## src/rtl/ccff_pkg.sv

```systemverilog
// Shared types and helpers for the configuration-chain loader.
// Holds the FSM state encoding and the counter-width helper.
package ccff_pkg;

  localparam int WORD_W_DEFAULT = 8;

  typedef enum logic [2:0] {
    IDLE,
    FETCH,
    SHIFT,
    RB_SHIFT,
    RB_OUT,
    DONE
  } state_t;

  // Width needed to hold the values 0..n inclusive.
  function automatic int cnt_width(input int n);
    return (n < 1) ? 1 : $clog2(n + 1);
  endfunction

endpackage

```

## src/rtl/ccff_word_serdes.sv

```systemverilog
// Word-wide shift register shared by the programming (shift out, LSB first)
// and readback (shift in from the MSB side) directions, with a bit index.
module ccff_word_serdes
  import ccff_pkg::*;
#(
  parameter int WORD_W = WORD_W_DEFAULT
) (
  input  logic              prog_clk,
  input  logic              reset,
  input  logic              clear,
  input  logic              load,
  input  logic [WORD_W-1:0] load_data,
  input  logic              shift_out,
  input  logic              shift_in,
  input  logic              serial_in,
  output logic              lsb,
  output logic              last_bit,
  output logic [WORD_W-1:0] justified
);

  localparam int IW = cnt_width(WORD_W);

  logic [WORD_W-1:0] shreg;
  logic [IW-1:0]     idx;
  logic [WORD_W-1:0] shifted_in;

  assign shifted_in = (shreg >> 1) | (WORD_W'(serial_in) << (WORD_W - 1));
  assign lsb        = shreg[0];
  assign last_bit   = (idx == IW'(WORD_W - 1));

  // Value of the word after the current shift-in, moved down so that the
  // first bit captured lands in bit 0 even when the word is only partial.
  assign justified  = shifted_in >> (IW'(WORD_W) - (idx + IW'(1)));

  always_ff @(posedge prog_clk) begin
    if (reset || clear) begin
      shreg <= '0;
      idx   <= '0;
    end else if (load) begin
      shreg <= load_data;
      idx   <= '0;
    end else if (shift_out || shift_in) begin
      shreg <= shift_out ? (shreg >> 1) : shifted_in;
      idx   <= last_bit ? '0 : idx + IW'(1);
    end
  end

endmodule

```

## src/rtl/ccff_chain_loader.sv

```systemverilog
// Configuration-chain loader: serializes bitstream bytes onto ccff_head and
// supports non-destructive readback by recirculating ccff_tail to ccff_head.
module ccff_chain_loader
  import ccff_pkg::*;
#(
  parameter int CHAIN_LEN = 64,
  parameter int WORD_W    = WORD_W_DEFAULT
) (
  input  logic              prog_clk,
  input  logic              pReset,
  input  logic              start_prog,
  input  logic              start_rb,
  input  logic [WORD_W-1:0] bs_data,
  input  logic              bs_valid,
  output logic              bs_ready,
  output logic [WORD_W-1:0] rb_data,
  output logic              rb_valid,
  input  logic              rb_ready,
  input  logic              ccff_tail,
  output logic              ccff_head,
  output logic              prog_clk_en,
  output logic              busy,
  output logic              done
);

  localparam int CW = cnt_width(CHAIN_LEN);

  state_t            state;
  logic [CW-1:0]     cnt;
  logic [CW-1:0]     cnt_next;
  logic              chain_full_next;
  logic              word_last;
  logic              word_lsb;
  logic [WORD_W-1:0] rb_word;

  assign cnt_next        = cnt + CW'(1);
  assign chain_full_next = (cnt_next == CW'(CHAIN_LEN));

  ccff_word_serdes #(
    .WORD_W(WORD_W)
  ) u_serdes (
    .prog_clk  (prog_clk),
    .reset     (pReset),
    .clear     (state == IDLE),
    .load      ((state == FETCH) && bs_valid && bs_ready),
    .load_data (bs_data),
    .shift_out (state == SHIFT),
    .shift_in  (state == RB_SHIFT),
    .serial_in (ccff_tail),
    .lsb       (word_lsb),
    .last_bit  (word_last),
    .justified (rb_word)
  );

  // During readback the tail is fed straight back to the head so the chain
  // rotates and ends up unchanged after CHAIN_LEN shifts.
  always_comb begin
    ccff_head = 1'b0;
    case (state)
      SHIFT:    ccff_head = word_lsb;
      RB_SHIFT: ccff_head = ccff_tail;
      default:  ccff_head = 1'b0;
    endcase
  end

  always_ff @(posedge prog_clk) begin
    if (pReset) begin
      state       <= IDLE;
      cnt         <= '0;
      bs_ready    <= 1'b0;
      rb_valid    <= 1'b0;
      rb_data     <= '0;
      prog_clk_en <= 1'b0;
      busy        <= 1'b0;
      done        <= 1'b0;
    end else begin
      case (state)
        IDLE: begin
          if (start_prog) begin
            state    <= FETCH;
            cnt      <= '0;
            busy     <= 1'b1;
            bs_ready <= 1'b1;
          end else if (start_rb) begin
            state       <= RB_SHIFT;
            cnt         <= '0;
            busy        <= 1'b1;
            prog_clk_en <= 1'b1;
          end
        end
        FETCH: begin
          if (bs_valid && bs_ready) begin
            state       <= SHIFT;
            bs_ready    <= 1'b0;
            prog_clk_en <= 1'b1;
          end
        end
        // Chain end takes priority over word end: surplus bits are dropped.
        SHIFT: begin
          cnt <= cnt_next;
          if (chain_full_next) begin
            state       <= DONE;
            prog_clk_en <= 1'b0;
            done        <= 1'b1;
          end else if (word_last) begin
            state       <= FETCH;
            prog_clk_en <= 1'b0;
            bs_ready    <= 1'b1;
          end
        end
        RB_SHIFT: begin
          cnt <= cnt_next;
          if (chain_full_next || word_last) begin
            state       <= RB_OUT;
            prog_clk_en <= 1'b0;
            rb_valid    <= 1'b1;
            rb_data     <= rb_word;
          end
        end
        RB_OUT: begin
          if (rb_valid && rb_ready) begin
            rb_valid <= 1'b0;
            if (cnt == CW'(CHAIN_LEN)) begin
              state <= DONE;
              done  <= 1'b1;
            end else begin
              state       <= RB_SHIFT;
              prog_clk_en <= 1'b1;
            end
          end
        end
        DONE: begin
          state <= IDLE;
          done  <= 1'b0;
          busy  <= 1'b0;
        end
        default: begin
          state       <= IDLE;
          bs_ready    <= 1'b0;
          rb_valid    <= 1'b0;
          prog_clk_en <= 1'b0;
          busy        <= 1'b0;
          done        <= 1'b0;
        end
      endcase
    end
  end

endmodule
```

## config.mk

```make
export PLATFORM = sky130hd
export DESIGN_NAME = ccff_chain_loader
export DESIGN_NICKNAME = d
export VERILOG_FILES = /design/src/rtl/ccff_pkg.sv /design/src/rtl/ccff_word_serdes.sv /design/src/rtl/ccff_chain_loader.sv
export SDC_FILE = /design/constraint.sdc
export NUM_CORES = 1
export LEC_CHECK = 0
export CAP_MARGIN = 5
export CORE_MARGIN = 1.5
export CORE_UTILIZATION = 40
export DETAILED_ROUTE_END_ITERATION = 12
export RECOVER_POWER = 50
export SYNTH_ARGS = -nofsm -noshare
export SYNTH_HDL_FRONTEND = slang
export SYNTH_SLANG_ARGS = --single-unit
```

## constraint.sdc

```tcl
create_clock -name prog_clk -period 4.3 [get_ports prog_clk]
set_clock_uncertainty 0.1 [all_clocks]
set_input_delay 1.075 -clock prog_clk [delete_from_list [all_inputs] [get_ports prog_clk]]
set_output_delay 1.075 -clock prog_clk [all_outputs]
set_load 0.01 [all_outputs]
```

* Yosys cells after proc, flatten, opt, wreduce, memory -nomap -nowiden
Cells that the tools add are included.
Operators by class: equal/unequal tests 21, add/sub/neg operators 3, multiplexer cells 40, reduce and logical (&&, ||, !) cells 24, bitwise gates (word level) 6, shift operators 1
Operators with widths (number):
- $mux 3 | 8
- $mux 8 | 3
- $ne 2x2->1 const B | 10
- $mux 1 | 18
- $pmux 3 s5 | 1
- $eq 7x7->1 const B | 2
- $mux 7 | 2
- $pmux 7 s2 | 1
- $reduce_and 5->1 | 2
- $or 7x8->8 | 1
- $reduce_and 8->1 | 1
- $reduce_or 4->1 | 2
- $shr 8x4->8 | 1
- $add 7x1->7 const B | 1
- $eq 3x2->1 const B | 2
- $eq 3x3->1 const B | 2
- $ne 3x3->1 const B | 2
- $pmux 1 s3 | 2
- $pmux 1 s6 | 1
- $reduce_and 2->1 | 3
- $reduce_or 3->1 | 2
- $not 1->1 | 5
- $add 4x1->4 const B | 1
- $eq 4x3->1 const B | 1
- other kinds (13) | 21
Storage, ports and cells: logic and storage cells 105, bits in registers 35, bits of input ports 15

* Longest topological paths before layout
depth in word-level cells 5, gate-level depth with buffers 8, depth with buffers taken out 7

* Cells and area by module
Synthesis repeated with hierarchy kept, for this count alone.
Unflattened totals: cells, all modules 259, area total of the unflattened synthesis 2344.7 µm²
Modules (own cells, without submodules):
- ccff_chain_loader | area an instance 1357.6 µm², times used 1, sequential area each 460.4 µm², cells each 161
- ccff_word_serdes | area an instance 987.2 µm², times used 1, sequential area each 240.2 µm², cells each 98

* Worst setup path before layout
OpenSTA, ideal clock, no wires.
path type in2out, start point in ccff_tail, end point out ccff_head, buffers on the path 0, stages on the path 2, setup slack 1.771 ns, data arrival time 1.354 ns, cell sequence nand2_1 -> a21oi_1
Between the ends: word-level cells in the longest chain between the ends 1
RTL lines:
- from (decl) | RTL line ccff_chain_loader.sv:19 | input logic ccff_tail,
- $pmux 1 s2 | RTL line ccff_chain_loader.sv:59 | case (state)
- to (decl) | RTL line ccff_chain_loader.sv:20 | output logic ccff_head,
No other way between the ends.

* Worst setup path after layout
Same ends and word-level chain as after synthesis.

==> impl_metrics.json <==
{
  "tightestPinTransition_ns": 1.23,
  "netlist.area_leader.share_pct": 32.5,
  "coreArea_mm2": 0.00514,
  "path_clk_slew_ns": 0.07,
  "nFillCells": 549,
  "ir_drop_v": 0.000161,
  "p_per_area_mw_per_mm2": 433,
  "post_cts_resized": 0,
  "critPathKind": "input port to output port",
  "crit_path_start_kind": "input port",
  "grt_pass1_vias": 1772,
  "final_core_util_pct": 50.2,
  "yosysMostFrequentCell": "dfxtp_1",
  "wl_per_cell_um": 14.9,
  "clkSinkCount": 35,
  "final-max-slew-violation-count": 0,
  "io_pins": 29,
  "die_w_um": 76.4,
  "synth_area_leaders": "dfxtp_1 (33%), mux4_2 (6.3%), a21oi_1 (5.1%)",
  "end_kind": "output port",
  "drt_first_pass_iters": 4,
  "dp_hpwl_mm": 3.58,
  "cts_buffer_depth": 2,
  "chipHeight_um": 76.4,
  "hold_viol_final": 0,
  "overflow": 0,
  "numPortBuffers": 28,
  "yosys_warnings": 0,
  "areaGrowthSynthToFinish_pct": 19.8,
  "synthFlopType": "dfxtp_1",
  "grt_max_degree": 25,
  "start_util_pct": 41.9,
  "post_cts_buffers": 0,
  "synth_cell_types": 60,
  "drt_iter0_drc": 122,
  "async_flop_share_pct": 0,
  "dieArea_mm2": 0.00583,
  "synth_cells": 255,
  "ys_ff_latch": 35,
  "drv_cap": 0,
  "cts_max_level": 2,
  "rows": 26,
  "avgViaCountPerCell": 5.65,
  "crit_arrival_ns": 2.52,
  "period_share_pct": 85.9,
  "postRouteAntennaNets": 0,
  "vias": 1962,
  "syn-cell-area_mm2": 0.00215,
  "numCtsBuffers": 5,
  "min_path_type": "register to register",
  "cts_tree": "built",
  "routabilityCongestion": 0.819,
  "crit_fanout": 6,
  "cts_hold_buf": 0,
  "root_buffer": "clkbuf_8",
  "antennaDiodeCount": 0,
  "setup_viol": 0,
  "whs_ns": 0.384,
  "fmax_mhz": 271,
  "drive_gt1_share_pct": 10.5,
  "synth_edf_count": 0,
  "nNetsFinal": 294,
  "antenna_found_initial": 0,
  "period_needed_ns": 3.70,
  "routed_wirelength_mm": 5.16,
  "synth_fp_nets": 273,
  "rsz0062_at_grt": "false",
  "finalSetupTns_ns": 0,
  "required_ns": 3.12,
  "seq_area_frac_synth_pct": 32.5,
  "slew_headroom_pct": 18.2,
  "drc": 0,
  "grt_pass1_wl_mm": 8.87,
  "synth_largest_area_cell": "dfxtp_1",
  "yosys-top-cells-count": "dfxtp_1 (35), nand2_1 (29), a21oi_1 (22)",
  "leakage_nw": 0.975,
  "grt_usage_pct": 18.9,
  "worstSkewPairLatency_ns": 0.29,
  "power_mw": 1.12,
  "synth_area_per_cell_um2": 8.44,
  "status": "completed"
}
placed cells by master, fill, tap and decap left out, types with 4 or more instances in the layout:
| cell type | count |
|---|---|
| nor4b_1 | 8 |
| dfxtp_1 | 35 |
| a211oi_1 | 4 |
| mux2_2 | 4 |
| nor2b_1 | 4 |
| a22oi_1 | 9 |
| nor3_1 | 6 |
| a41o_1 | 6 |
| o21ai_0 | 10 |
| mux4_2 | 6 |
| inv_1 | 10 |
| a21oi_1 | 22 |
| nand2b_1 | 4 |
| clkdlybuf4s50_1 | 13 |
| and3_1 | 4 |
| nor2_1 | 21 |
| nand2_1 | 29 |
| dlygate4sd3_1 | 15 |
| clkbuf_8 | 5 |
through the flow:
step	cell area, um2	cells	worst slack (ns)
after floorplan	2150	255	1.77
after global placement	2450	339	0.595
after detailed placement	2450	339	0.574
after CTS	2590	347	0.576
after global routing	2580	347	0.499
final	2580	347	0.605
cell type report:
class                   instances  area (um2)  area share, %
clock buffers                   6        72.6           2.81
clock inverters                 2        60.1           2.33
inverters                      10        37.5           1.45
multi-input cells             192        1320           51.1
flip-flops and latches         35         701           27.2
well taps                      70        87.6           3.39
repair buffers                 32         303           11.7
sequential cells by signal (all words and copies together), names as in the netlist:
name and count:
prog_clk_en 1, cnt 7, done 1, u_serdes.idx 4, state 3, rb_data 8
u_serdes.shreg 8, rb_valid 1, bs_ready 1, busy 1
worst max-delay path, stage by stage:
cell             delay, ns
clkdlybuf4s50_1       0.57
nand2_1               0.11
a21oi_1               0.20
clkdlybuf4s50_1       0.57
per-layer routing:
| metal | up-vias | GRT usage (%) | part of all wire (%) |
|---|---|---|---|
| met5 | - | 0 | 0 |
| li1 | 1007 | - | - |
| met4 | 0 | 6.48 | 1.3 |
| met2 | 30 | 27.0 | 42 |
| met3 | 6 | 4.67 | 3.2 |
| met1 | 919 | 27.5 | 54 |
final timing paths:
check                          from  cells after the start  slack [ns]                end
hold / removal    u_serdes.shreg[1]                      2        0.38  u_serdes.shreg[1]
setup reg to reg    u_serdes.idx[0]                      5        1.60         rb_data[1]
hold reg to reg   u_serdes.shreg[1]                      2        0.38  u_serdes.shreg[1]
setup / recovery          ccff_tail                      4        0.60          ccff_head
kinds of logic after synthesis:
group                    share of synthesized area [%]
buffers and inverters                             6.22
AND/OR/NAND/NOR                                   23.8
AO/OA/AOI/OAI                                     25.7
flip-flops                                        32.5
adder cells (fa/ha/maj)                           1.74
XOR/XNOR                                          1.22
multiplexers                                      8.83
where the power goes:
| group | switching [mW] | internal, mW |
|---|---|---|
| combinational | 0.200 | 0.141 |
| clock | 0.125 | 0.232 |
| sequential | 0.0644 | 0.356 |
| total | 0.389 | 0.729 |
Power figures use the tool's default switching activity.
